==> src/rtl/lsu_wb_ctrl_if.sv <==
// Core-request, data-memory and register-file write-port bundle for lsu_wb_ctrl.
// slave = the load/store unit, master = the core/memory environment driving it.
interface lsu_wb_ctrl_if #(parameter int Width = 32);
  logic             req_valid_i;
  logic             req_ready_o;
  logic             req_we_i;
  logic [1:0]       req_size_i;
  logic             req_unsigned_i;
  logic [Width-1:0] req_addr_i;
  logic [Width-1:0] req_wdata_i;
  logic [4:0]       req_rd_i;

  logic             mem_req_o;
  logic             mem_we_o;
  logic [Width-1:0] mem_addr_o;
  logic [3:0]       mem_be_o;
  logic [Width-1:0] mem_wdata_o;
  logic             mem_gnt_i;
  logic             mem_rvalid_i;
  logic [Width-1:0] mem_rdata_i;

  logic             wb_en_o;
  logic [4:0]       wb_rd_o;
  logic [Width-1:0] wb_data_o;

  logic             misalign_o;
  logic             busy_o;

  modport slave (
    input  req_valid_i, req_we_i, req_size_i, req_unsigned_i, req_addr_i, req_wdata_i, req_rd_i,
    output req_ready_o,
    output mem_req_o, mem_we_o, mem_addr_o, mem_be_o, mem_wdata_o,
    input  mem_gnt_i, mem_rvalid_i, mem_rdata_i,
    output wb_en_o, wb_rd_o, wb_data_o, misalign_o, busy_o
  );

  modport master (
    output req_valid_i, req_we_i, req_size_i, req_unsigned_i, req_addr_i, req_wdata_i, req_rd_i,
    input  req_ready_o,
    input  mem_req_o, mem_we_o, mem_addr_o, mem_be_o, mem_wdata_o,
    output mem_gnt_i, mem_rvalid_i, mem_rdata_i,
    input  wb_en_o, wb_rd_o, wb_data_o, misalign_o, busy_o
  );
endinterface

==> src/rtl/lsu_wb_ctrl.sv <==
// Multi-cycle load/store unit: load accept->write-back in 3 cycles, store accept->idle in 2.
// Accepts one request at a time (ready only in IDLE); memory request held until granted.
module lsu_wb_ctrl #(
  parameter int Width = 32
) (
  input logic          clk_i,
  input logic          rst_i,
  lsu_wb_ctrl_if.slave bus
);

  typedef enum logic [1:0] {IDLE, REQ, WAIT, WB} state_e;

  state_e           state_q, state_d;
  logic             we_q, we_d;
  logic [1:0]       size_q, size_d;
  logic             uns_q, uns_d;
  logic [Width-1:0] addr_q, addr_d;
  logic [Width-1:0] wdata_q, wdata_d;
  logic [4:0]       rd_q, rd_d;
  logic [Width-1:0] result_q, result_d;
  logic             misalign_q, misalign_d;

  logic             req_misaligned;
  logic [7:0]       rd_byte;
  logic [15:0]      rd_half;

  assign req_misaligned = ((bus.req_size_i == 2'b01) && bus.req_addr_i[0])
                        || ((bus.req_size_i == 2'b10) && (bus.req_addr_i[1:0] != 2'b00))
                        ||  (bus.req_size_i == 2'b11);

  assign rd_byte = bus.mem_rdata_i[{addr_q[1:0], 3'b000} +: 8];
  assign rd_half = bus.mem_rdata_i[{addr_q[1], 4'b0000} +: 16];

  // Memory-side fields come straight from the latched request so they stay stable while stalled.
  assign bus.mem_we_o   = we_q;
  assign bus.mem_addr_o = {addr_q[Width-1:2], 2'b00};
  assign bus.misalign_o = misalign_q;
  assign bus.busy_o     = (state_q != IDLE);

  always_comb begin
    bus.mem_be_o    = 4'b1111;
    bus.mem_wdata_o = wdata_q;
    case (size_q)
      2'b00: begin
        bus.mem_be_o    = 4'b0001 << addr_q[1:0];
        bus.mem_wdata_o = {(Width/8){wdata_q[7:0]}};
      end
      2'b01: begin
        bus.mem_be_o    = 4'b0011 << addr_q[1:0];
        bus.mem_wdata_o = {(Width/16){wdata_q[15:0]}};
      end
      default: ;
    endcase
  end

  always_comb begin
    state_d         = state_q;
    we_d            = we_q;
    size_d          = size_q;
    uns_d           = uns_q;
    addr_d          = addr_q;
    wdata_d         = wdata_q;
    rd_d            = rd_q;
    result_d        = result_q;
    misalign_d      = 1'b0;
    bus.req_ready_o = 1'b0;
    bus.mem_req_o   = 1'b0;
    bus.wb_en_o     = 1'b0;
    bus.wb_rd_o     = '0;
    bus.wb_data_o   = '0;

    case (state_q)
      IDLE: begin
        bus.req_ready_o = 1'b1;
        if (bus.req_valid_i) begin
          if (req_misaligned) begin
            misalign_d = 1'b1;
          end else begin
            we_d    = bus.req_we_i;
            size_d  = bus.req_size_i;
            uns_d   = bus.req_unsigned_i;
            addr_d  = bus.req_addr_i;
            wdata_d = bus.req_wdata_i;
            rd_d    = bus.req_rd_i;
            state_d = REQ;
          end
        end
      end
      REQ: begin
        bus.mem_req_o = 1'b1;
        if (bus.mem_gnt_i) begin
          state_d = we_q ? IDLE : WAIT;
        end
      end
      WAIT: begin
        if (bus.mem_rvalid_i) begin
          case (size_q)
            2'b00:   result_d = {{(Width-8){~uns_q & rd_byte[7]}}, rd_byte};
            2'b01:   result_d = {{(Width-16){~uns_q & rd_half[15]}}, rd_half};
            default: result_d = bus.mem_rdata_i;
          endcase
          state_d = WB;
        end
      end
      WB: begin
        // x0 is hardwired zero: the cycle still happens, only the write is masked.
        bus.wb_en_o   = (rd_q != 5'd0);
        bus.wb_rd_o   = rd_q;
        bus.wb_data_o = result_q;
        state_d       = IDLE;
      end
      default: state_d = IDLE;
    endcase
  end

  always_ff @(posedge clk_i) begin
    if (rst_i) begin
      state_q    <= IDLE;
      we_q       <= 1'b0;
      size_q     <= 2'b00;
      uns_q      <= 1'b0;
      addr_q     <= '0;
      wdata_q    <= '0;
      rd_q       <= 5'd0;
      result_q   <= '0;
      misalign_q <= 1'b0;
    end else begin
      state_q    <= state_d;
      we_q       <= we_d;
      size_q     <= size_d;
      uns_q      <= uns_d;
      addr_q     <= addr_d;
      wdata_q    <= wdata_d;
      rd_q       <= rd_d;
      result_q   <= result_d;
      misalign_q <= misalign_d;
    end
  end

endmodule

==> src/flat_wrapper.sv <==
// flat-port wrapper written by rule: the top's interface ports become plain ports
module lsu_wb_ctrl_flat 
#(
  parameter int Width = 32
)
  (clk_i, rst_i, bus_req_valid_i, bus_req_we_i, bus_req_size_i, bus_req_unsigned_i, bus_req_addr_i, bus_req_wdata_i, bus_req_rd_i, bus_req_ready_o, bus_mem_req_o, bus_mem_we_o, bus_mem_addr_o, bus_mem_be_o, bus_mem_wdata_o, bus_mem_gnt_i, bus_mem_rvalid_i, bus_mem_rdata_i, bus_wb_en_o, bus_wb_rd_o, bus_wb_data_o, bus_misalign_o, bus_busy_o);
  lsu_wb_ctrl_if #(.Width(Width)) bus_i ();
  input logic clk_i;
  input logic rst_i;
  input wire logic [$bits(bus_i.req_valid_i)-1:0] bus_req_valid_i;
  input wire logic [$bits(bus_i.req_we_i)-1:0] bus_req_we_i;
  input wire logic [$bits(bus_i.req_size_i)-1:0] bus_req_size_i;
  input wire logic [$bits(bus_i.req_unsigned_i)-1:0] bus_req_unsigned_i;
  input wire logic [$bits(bus_i.req_addr_i)-1:0] bus_req_addr_i;
  input wire logic [$bits(bus_i.req_wdata_i)-1:0] bus_req_wdata_i;
  input wire logic [$bits(bus_i.req_rd_i)-1:0] bus_req_rd_i;
  output wire logic [$bits(bus_i.req_ready_o)-1:0] bus_req_ready_o;
  output wire logic [$bits(bus_i.mem_req_o)-1:0] bus_mem_req_o;
  output wire logic [$bits(bus_i.mem_we_o)-1:0] bus_mem_we_o;
  output wire logic [$bits(bus_i.mem_addr_o)-1:0] bus_mem_addr_o;
  output wire logic [$bits(bus_i.mem_be_o)-1:0] bus_mem_be_o;
  output wire logic [$bits(bus_i.mem_wdata_o)-1:0] bus_mem_wdata_o;
  input wire logic [$bits(bus_i.mem_gnt_i)-1:0] bus_mem_gnt_i;
  input wire logic [$bits(bus_i.mem_rvalid_i)-1:0] bus_mem_rvalid_i;
  input wire logic [$bits(bus_i.mem_rdata_i)-1:0] bus_mem_rdata_i;
  output wire logic [$bits(bus_i.wb_en_o)-1:0] bus_wb_en_o;
  output wire logic [$bits(bus_i.wb_rd_o)-1:0] bus_wb_rd_o;
  output wire logic [$bits(bus_i.wb_data_o)-1:0] bus_wb_data_o;
  output wire logic [$bits(bus_i.misalign_o)-1:0] bus_misalign_o;
  output wire logic [$bits(bus_i.busy_o)-1:0] bus_busy_o;
  assign bus_i.req_valid_i = bus_req_valid_i;
  assign bus_i.req_we_i = bus_req_we_i;
  assign bus_i.req_size_i = bus_req_size_i;
  assign bus_i.req_unsigned_i = bus_req_unsigned_i;
  assign bus_i.req_addr_i = bus_req_addr_i;
  assign bus_i.req_wdata_i = bus_req_wdata_i;
  assign bus_i.req_rd_i = bus_req_rd_i;
  assign bus_req_ready_o = bus_i.req_ready_o;
  assign bus_mem_req_o = bus_i.mem_req_o;
  assign bus_mem_we_o = bus_i.mem_we_o;
  assign bus_mem_addr_o = bus_i.mem_addr_o;
  assign bus_mem_be_o = bus_i.mem_be_o;
  assign bus_mem_wdata_o = bus_i.mem_wdata_o;
  assign bus_i.mem_gnt_i = bus_mem_gnt_i;
  assign bus_i.mem_rvalid_i = bus_mem_rvalid_i;
  assign bus_i.mem_rdata_i = bus_mem_rdata_i;
  assign bus_wb_en_o = bus_i.wb_en_o;
  assign bus_wb_rd_o = bus_i.wb_rd_o;
  assign bus_wb_data_o = bus_i.wb_data_o;
  assign bus_misalign_o = bus_i.misalign_o;
  assign bus_busy_o = bus_i.busy_o;
  lsu_wb_ctrl #(.Width(Width)) u_core (.clk_i(clk_i), .rst_i(rst_i), .bus(bus_i));
endmodule
==> config.mk <==
export PLATFORM = sky130hd
export DESIGN_NAME = lsu_wb_ctrl_flat
export DESIGN_NICKNAME = d
export VERILOG_FILES = /design/src/rtl/lsu_wb_ctrl_if.sv /design/src/rtl/lsu_wb_ctrl.sv /design/src/flat_wrapper.sv
export SDC_FILE = /design/constraint.sdc
export NUM_CORES = 1
export LEC_CHECK = 0
export ABC_AREA = 1
export BUFFER_PORTS_ARGS = -buffer_cell sky130_fd_sc_hd__buf_2
export CAP_MARGIN = 20
export CORE_MARGIN = 2
export CORE_UTILIZATION = 30
export CTS_CLUSTER_SIZE = 20
export DETAILED_ROUTE_END_ITERATION = 7
export SYNTH_ARGS = -nofsm -noshare
export SYNTH_HDL_FRONTEND = slang
export SYNTH_SLANG_ARGS = --single-unit
==> constraint.sdc <==
create_clock -name clk_i -period 1.7 [get_ports clk_i]
set_input_delay 0.34 -clock clk_i [delete_from_list [all_inputs] [get_ports clk_i]]
set_output_delay 0.34 -clock clk_i [all_outputs]
set_load 0.03 [all_outputs]
# Yosys cells after proc, flatten, opt, wreduce, memory -nomap -nowiden
# Index checks and enable logic that the tools add are counted.
totals:
  register_bits: 108
  latch_bits: 0
  ramBits: 0
  romBits: 0
  input_bits: 110
  wordCells: 58
  mem_count: 0
classes:
  addsub: 0
  n_mul: 0
  div_mod_pow: 0
  order_cmp: 0
  eq_ne: 11
  shifts: 4
  mux: 15
  n_bitwise: 6
  n_reduce_logical: 13
op_table:
  columns: ["op", "n"]
  rows:
  - ["$pmux 32 s2", 2]
  - ["$mux 32", 1]
  - ["$shiftx 32x6->16", 1]
  - ["$shiftx 32x6->8", 1]
  - ["$mux 2", 5]
  - ["$eq 2x2->1 const B", 4]
  - ["$ne 2x2->1 const B", 4]
  - ["$pmux 2 s4", 1]
  - ["$pmux 4 s2", 1]
  - ["$eq 2x1->1 const B", 3]
  - ["$mux 5", 1]
  - ["$reduce_bool 5->1", 1]
  - ["$logic_not 2->1", 2]
  - ["$mux 1", 4]
  - ["$not 1->1", 4]
  - ["$reduce_and 4->1", 1]
  - ["$reduce_bool 2->1", 2]
  - ["$shl 1x2->4 const A", 1]
  - ["$shl 2x2->4 const A", 1]
  - ["$reduce_and 3->1", 1]
  - ["$reduce_or 3->1", 1]
  - ["$and 1x1->1", 2]
  - ["$logic_and 1x1->1", 2]
  - ["$logic_or 1x1->1", 2]
  - ["$reduce_and 2->1", 1]

# Logic depth before layout (Yosys ltp)
logic_depth:
  depth_word: 7
  depth_mapped: 10

# Worst setup path before layout
# Ideal clock, no wire load.
synth_path:
  path_kind: "reg-to-output"
  startpoint: "register u_core.size_q[0]"
  endpoint: "output port bus_mem_wdata_o[10]"
  t_arrival_ns: 1.357
  required_time_ns: 1.360
  slack_ns: 0.003
  stages_incl_launch_ff: 4
  n_path_buf: 1
  cell_sequence: "dfxtp_1 nor2_2 clkbuf_1 o21ai_0"
synth_between:
  elab_chain_len: 2
  word_cells_on_any_way: 3
  classes_between: "1 x eq/ne; 1 x mux; 1 x reduce/logical"
synth_rtl:
  columns: ["element", "line", "rtl"]
  rows:
  - ["from (decl)", "lsu_wb_ctrl.sv:15", "logic [1:0] size_q, size_d;"]
  - ["from (signal assigned)", "lsu_wb_ctrl.sv:130", "size_q <= size_d;"]
  - ["$eq 2x1->1 or $logic_not 2->1 (tied branches)", "lsu_wb_ctrl.sv:43", "case (size_q)"]
  - ["$pmux 32 s2 *", "lsu_wb_ctrl.sv:43", null]
  - ["to (decl)", "flat_wrapper.sv:22", "output wire logic [$bits(bus_i.mem_wdata_o)-1:0] bus_mem_wdata_o;"]
# Every way passes the cells marked *; elsewhere a longest branch is shown, timed or not.

# Final worst setup path
layout_path:
  startpoint: "register u_core.size_q[1]"
  endpoint: "output port bus_mem_wdata_o[29]"
# Same word-level chain as after synthesis.

==> flow_summary.toml <==
[outcome]
status = "finished with violations"
failed_checks = "negative setup slack"

[timing]
slew_headroom_pct = 65.1
min_period_ns = 1.78
tightest_slew_ns = 0.524
tns_ns = -0.678
finClkSkew_ns = 0.0136
setup_viol = 18
timing.final.hold_violations = 0
final.setup.worst_slack_ns = -0.0820
rsz0062_at_grt = "true"
timing.fmax_ghz = 0.561
post-route-period-util_pct = 105
hold_slack_ns = 0.245
slew_viol_final = 0

[placed_design]
dpl_cell_area_mm2 = 0.00673
routabilityCongestion = 0.893
dpl.hpwl_um = 13400
portBuffers = 218

[worst_setup_path]
cp.depth = 5
cp.arrival_ns = 1.44
startpoint_type = "flop"
path_cells = "nor2_4 > buf_6 > nand2_2 > o211ai_1 > buf_4"
end_kind = "output pin"
reg2reg_to = "u_core.result_q[0]"
r2r_setup_slack_ns = 0.11
cp_num_buf_inv = 2
crit_family = "flip-flops"
cp_slowest_cell = "dfxtp_4"
startpoint = "u_core.size_q[1]"
r2r_start = "u_core.size_q[1]"
rr_worst_depth = 8
worstSetupPathType = "flop to output pin"
slowest_delay_ns = 0.38
worstPathRequired_ns = 1.36
cp_max_fo = 6
crit_end = "bus_mem_wdata_o[29]"

[synth]
postSynthAreaPerCell_um2 = 6.66
synth_cell_types = 30
synthesis.instances = 842
syn_area_mm2 = 0.00561
ys_seq_area_share_pct = 38.6
synth_edf_count = 0
synth_seq_cells = 108
synthArstFlopShare_pct = 0
ys.flop_type = "dfxtp_1"
synth.yosys.warnings = 0

[power_and_ir_drop]
switchingPower_w = 0.00239
p_seq_share_pct = 40.5
clkPwrFrac_pct = 31.2
p_per_area_mw_per_mm2 = 949
ir_drop_uv = 640
swShare_pct = 34.4
p_leak_nw = 3.36
intPower_w = 0.00457
combinationalPowerShare_pct = 28.3

[clock_network]
clock_path_buffers = 2
ctsHtreeMaxLevel = 3
cts.clk_slew.worst_paths_ns = 0.08
cts_buffers = 9
cts_tree = "done"
clk_latency_ns = 0.35
root_buffer = "clkbuf_16"
cts.sinks = 108

[final_layout]
final_core_util_pct = 39.6
syn_to_final_growth_pct = 30.9
final_area_mm2 = 0.00734
nets = 1122
layout-drive-gt1-share_pct = 29.9

[run]
cap_violations = 0

[routing]
drc = 0
via_count = 5970
antenna_left = 0
drt_iter0_markers = 315
routed_wl_um = 18400
wl_per_cell_um = 14.7
drtPass1Iterations = 5
drt-vias-per-instance = 4.76

[global_route]
grt_usage_pct = 18.2
grt_pass1_vias = 5454
globalRouteOverflowTotal = 0
grt_pass1_wl_um = 28800
antenna_found_initial = 3
grt_max_degree = 65

[floorplanning]
num_rows = 50
ioPinCount = 221
die_width_um = 141
dieArea_mm2 = 0.0198
design.core.area_mm2 = 0.0185
die_h_um = 141
start_util_pct = 30.3

[worst_hold_path]
hold_depth = 3
hold_class = "input pin to flop"
[sequential cells by signal (all words and copies together), names as in the netlist, named ones only]
signal / count
u_core.addr_q: 32
u_core.bus.mem_we_o: 1
u_core.bus.misalign_o: 1
u_core.rd_q: 5
u_core.result_q: 32
u_core.size_q: 2
u_core.state_q: 1
u_core.uns_q: 1
u_core.wdata_q: 32
[worst min path at each step]
stage          slack, ns          startpoint                 to
2_1_floorplan       0.44      u_core.rd_q[0]     u_core.rd_q[0]
3_3_place_gp        0.45    u_core.addr_q[8]   u_core.addr_q[8]
3_5_place_dp        0.45    u_core.addr_q[2]   u_core.addr_q[2]
4_1_cts             0.22  bus_req_addr_i[13]  u_core.addr_q[13]
5_1_grt             0.24  bus_req_addr_i[29]  u_core.addr_q[29]
6_report            0.24  bus_req_addr_i[13]  u_core.addr_q[13]
[layer usage]
layer  vias up  global-route usage, %  share of wire [%]
met1      2714                   23.8                 44
li1       3018                      -                  -
met3        22                   5.06                8.5
met2       214                   29.2                 45
met4         2                   5.58                1.6
met5         -                      0              0.071
[Yosys cell counts, types with 2 or more instances]
master	number	share of area, %
buf_6	5	1.0
o211ai_1	9	1.2
nor3_1	2	0.18
buf_4	43	5.8
nor2_1	57	3.8
nand3_2	4	0.71
clkbuf_1	21	1.4
inv_2	2	0.13
nand4_1	2	0.22
a21oi_1	137	12
buf_2	24	2.1
o21ai_0	42	3.7
dfxtp_1	108	39
nand2_1	184	12
inv_1	88	5.9
buf_1	4	0.27
nand3_1	97	8.7
[stage by stage]
step,instances,total power (W),setup slack (ns)
floorplan,843,0.00411,0.00332
global placement,1227,0.00469,0.153
detailed placement,1227,0.00469,0.143
CTS,1246,0.00700,-0.0738
global route,1252,0.00735,-0.158
finish,1253,0.00696,-0.0820
[kinds of logic after synthesis]
kind of cell	count (synthesis)	synth area share (%)
AO/OA/AOI/OAI	195	18.3
buffers and inverters	188	16.7
flip-flops	108	38.6
other	1	0.0669
AND/OR/NAND/NOR	350	26.4
[cell type report]
cell class	count	area, um^2
well taps	234	293
clock buffers	10	229
diodes	2	5.00
fillers	2012	11200
flip-flops and latches	108	2180
repair buffers	256	1630
inverters	90	342
multi-input cells	547	2590
clock inverters	6	71.3
[power groups by stage]
stage / registers, W / clock network (W) / logic, W
after floorplan: 0.00285 / 0 / 0.00126
after global placement: 0.00286 / 0 / 0.00183
final: 0.00282 / 0.00217 / 0.00197
after CTS: 0.00281 / 0.00226 / 0.00193
after global routing: 0.00284 / 0.00235 / 0.00216
after detailed placement: 0.00286 / 0 / 0.00183
[worst register-to-register path, stage by stage, from the launching register on]
cell and delay (ns):
dfxtp_4 0.40, nor2_4 0.07, buf_4 0.14, buf_4 0.16
a21oi_2 0.41, nand2_1 0.10, nand2_1 0.08, nor2_1 0.04
a21oi_1 0.13
[layout by cell type (no fill, tap or decap), types with 3 or more instances in the layout]
master,instances
nand2_4,3
nand2_2,3
nor2_1,56
a21oi_1,136
inv_1,85
dfxtp_4,3
buf_2,179
clkbuf_16,9
nand2_1,179
buf_6,11
o21ai_0,35
nand3_1,97
dfxtp_2,3
o21ai_1,4
nor2_4,3
o211ai_1,9
dfxtp_1,102
buf_4,55
buf_12,8
nand3_2,3
inv_2,4
o21ai_2,3
[repair_timing]
item	4_1_cts	5_1_grt
hold buffers	0	0
pin swaps	3	9
setup endpoints to repair	64	63
gates cloned	0	1
setup buffers	3	4
resized for setup	56	40
Power figures use the tool's default switching activity.
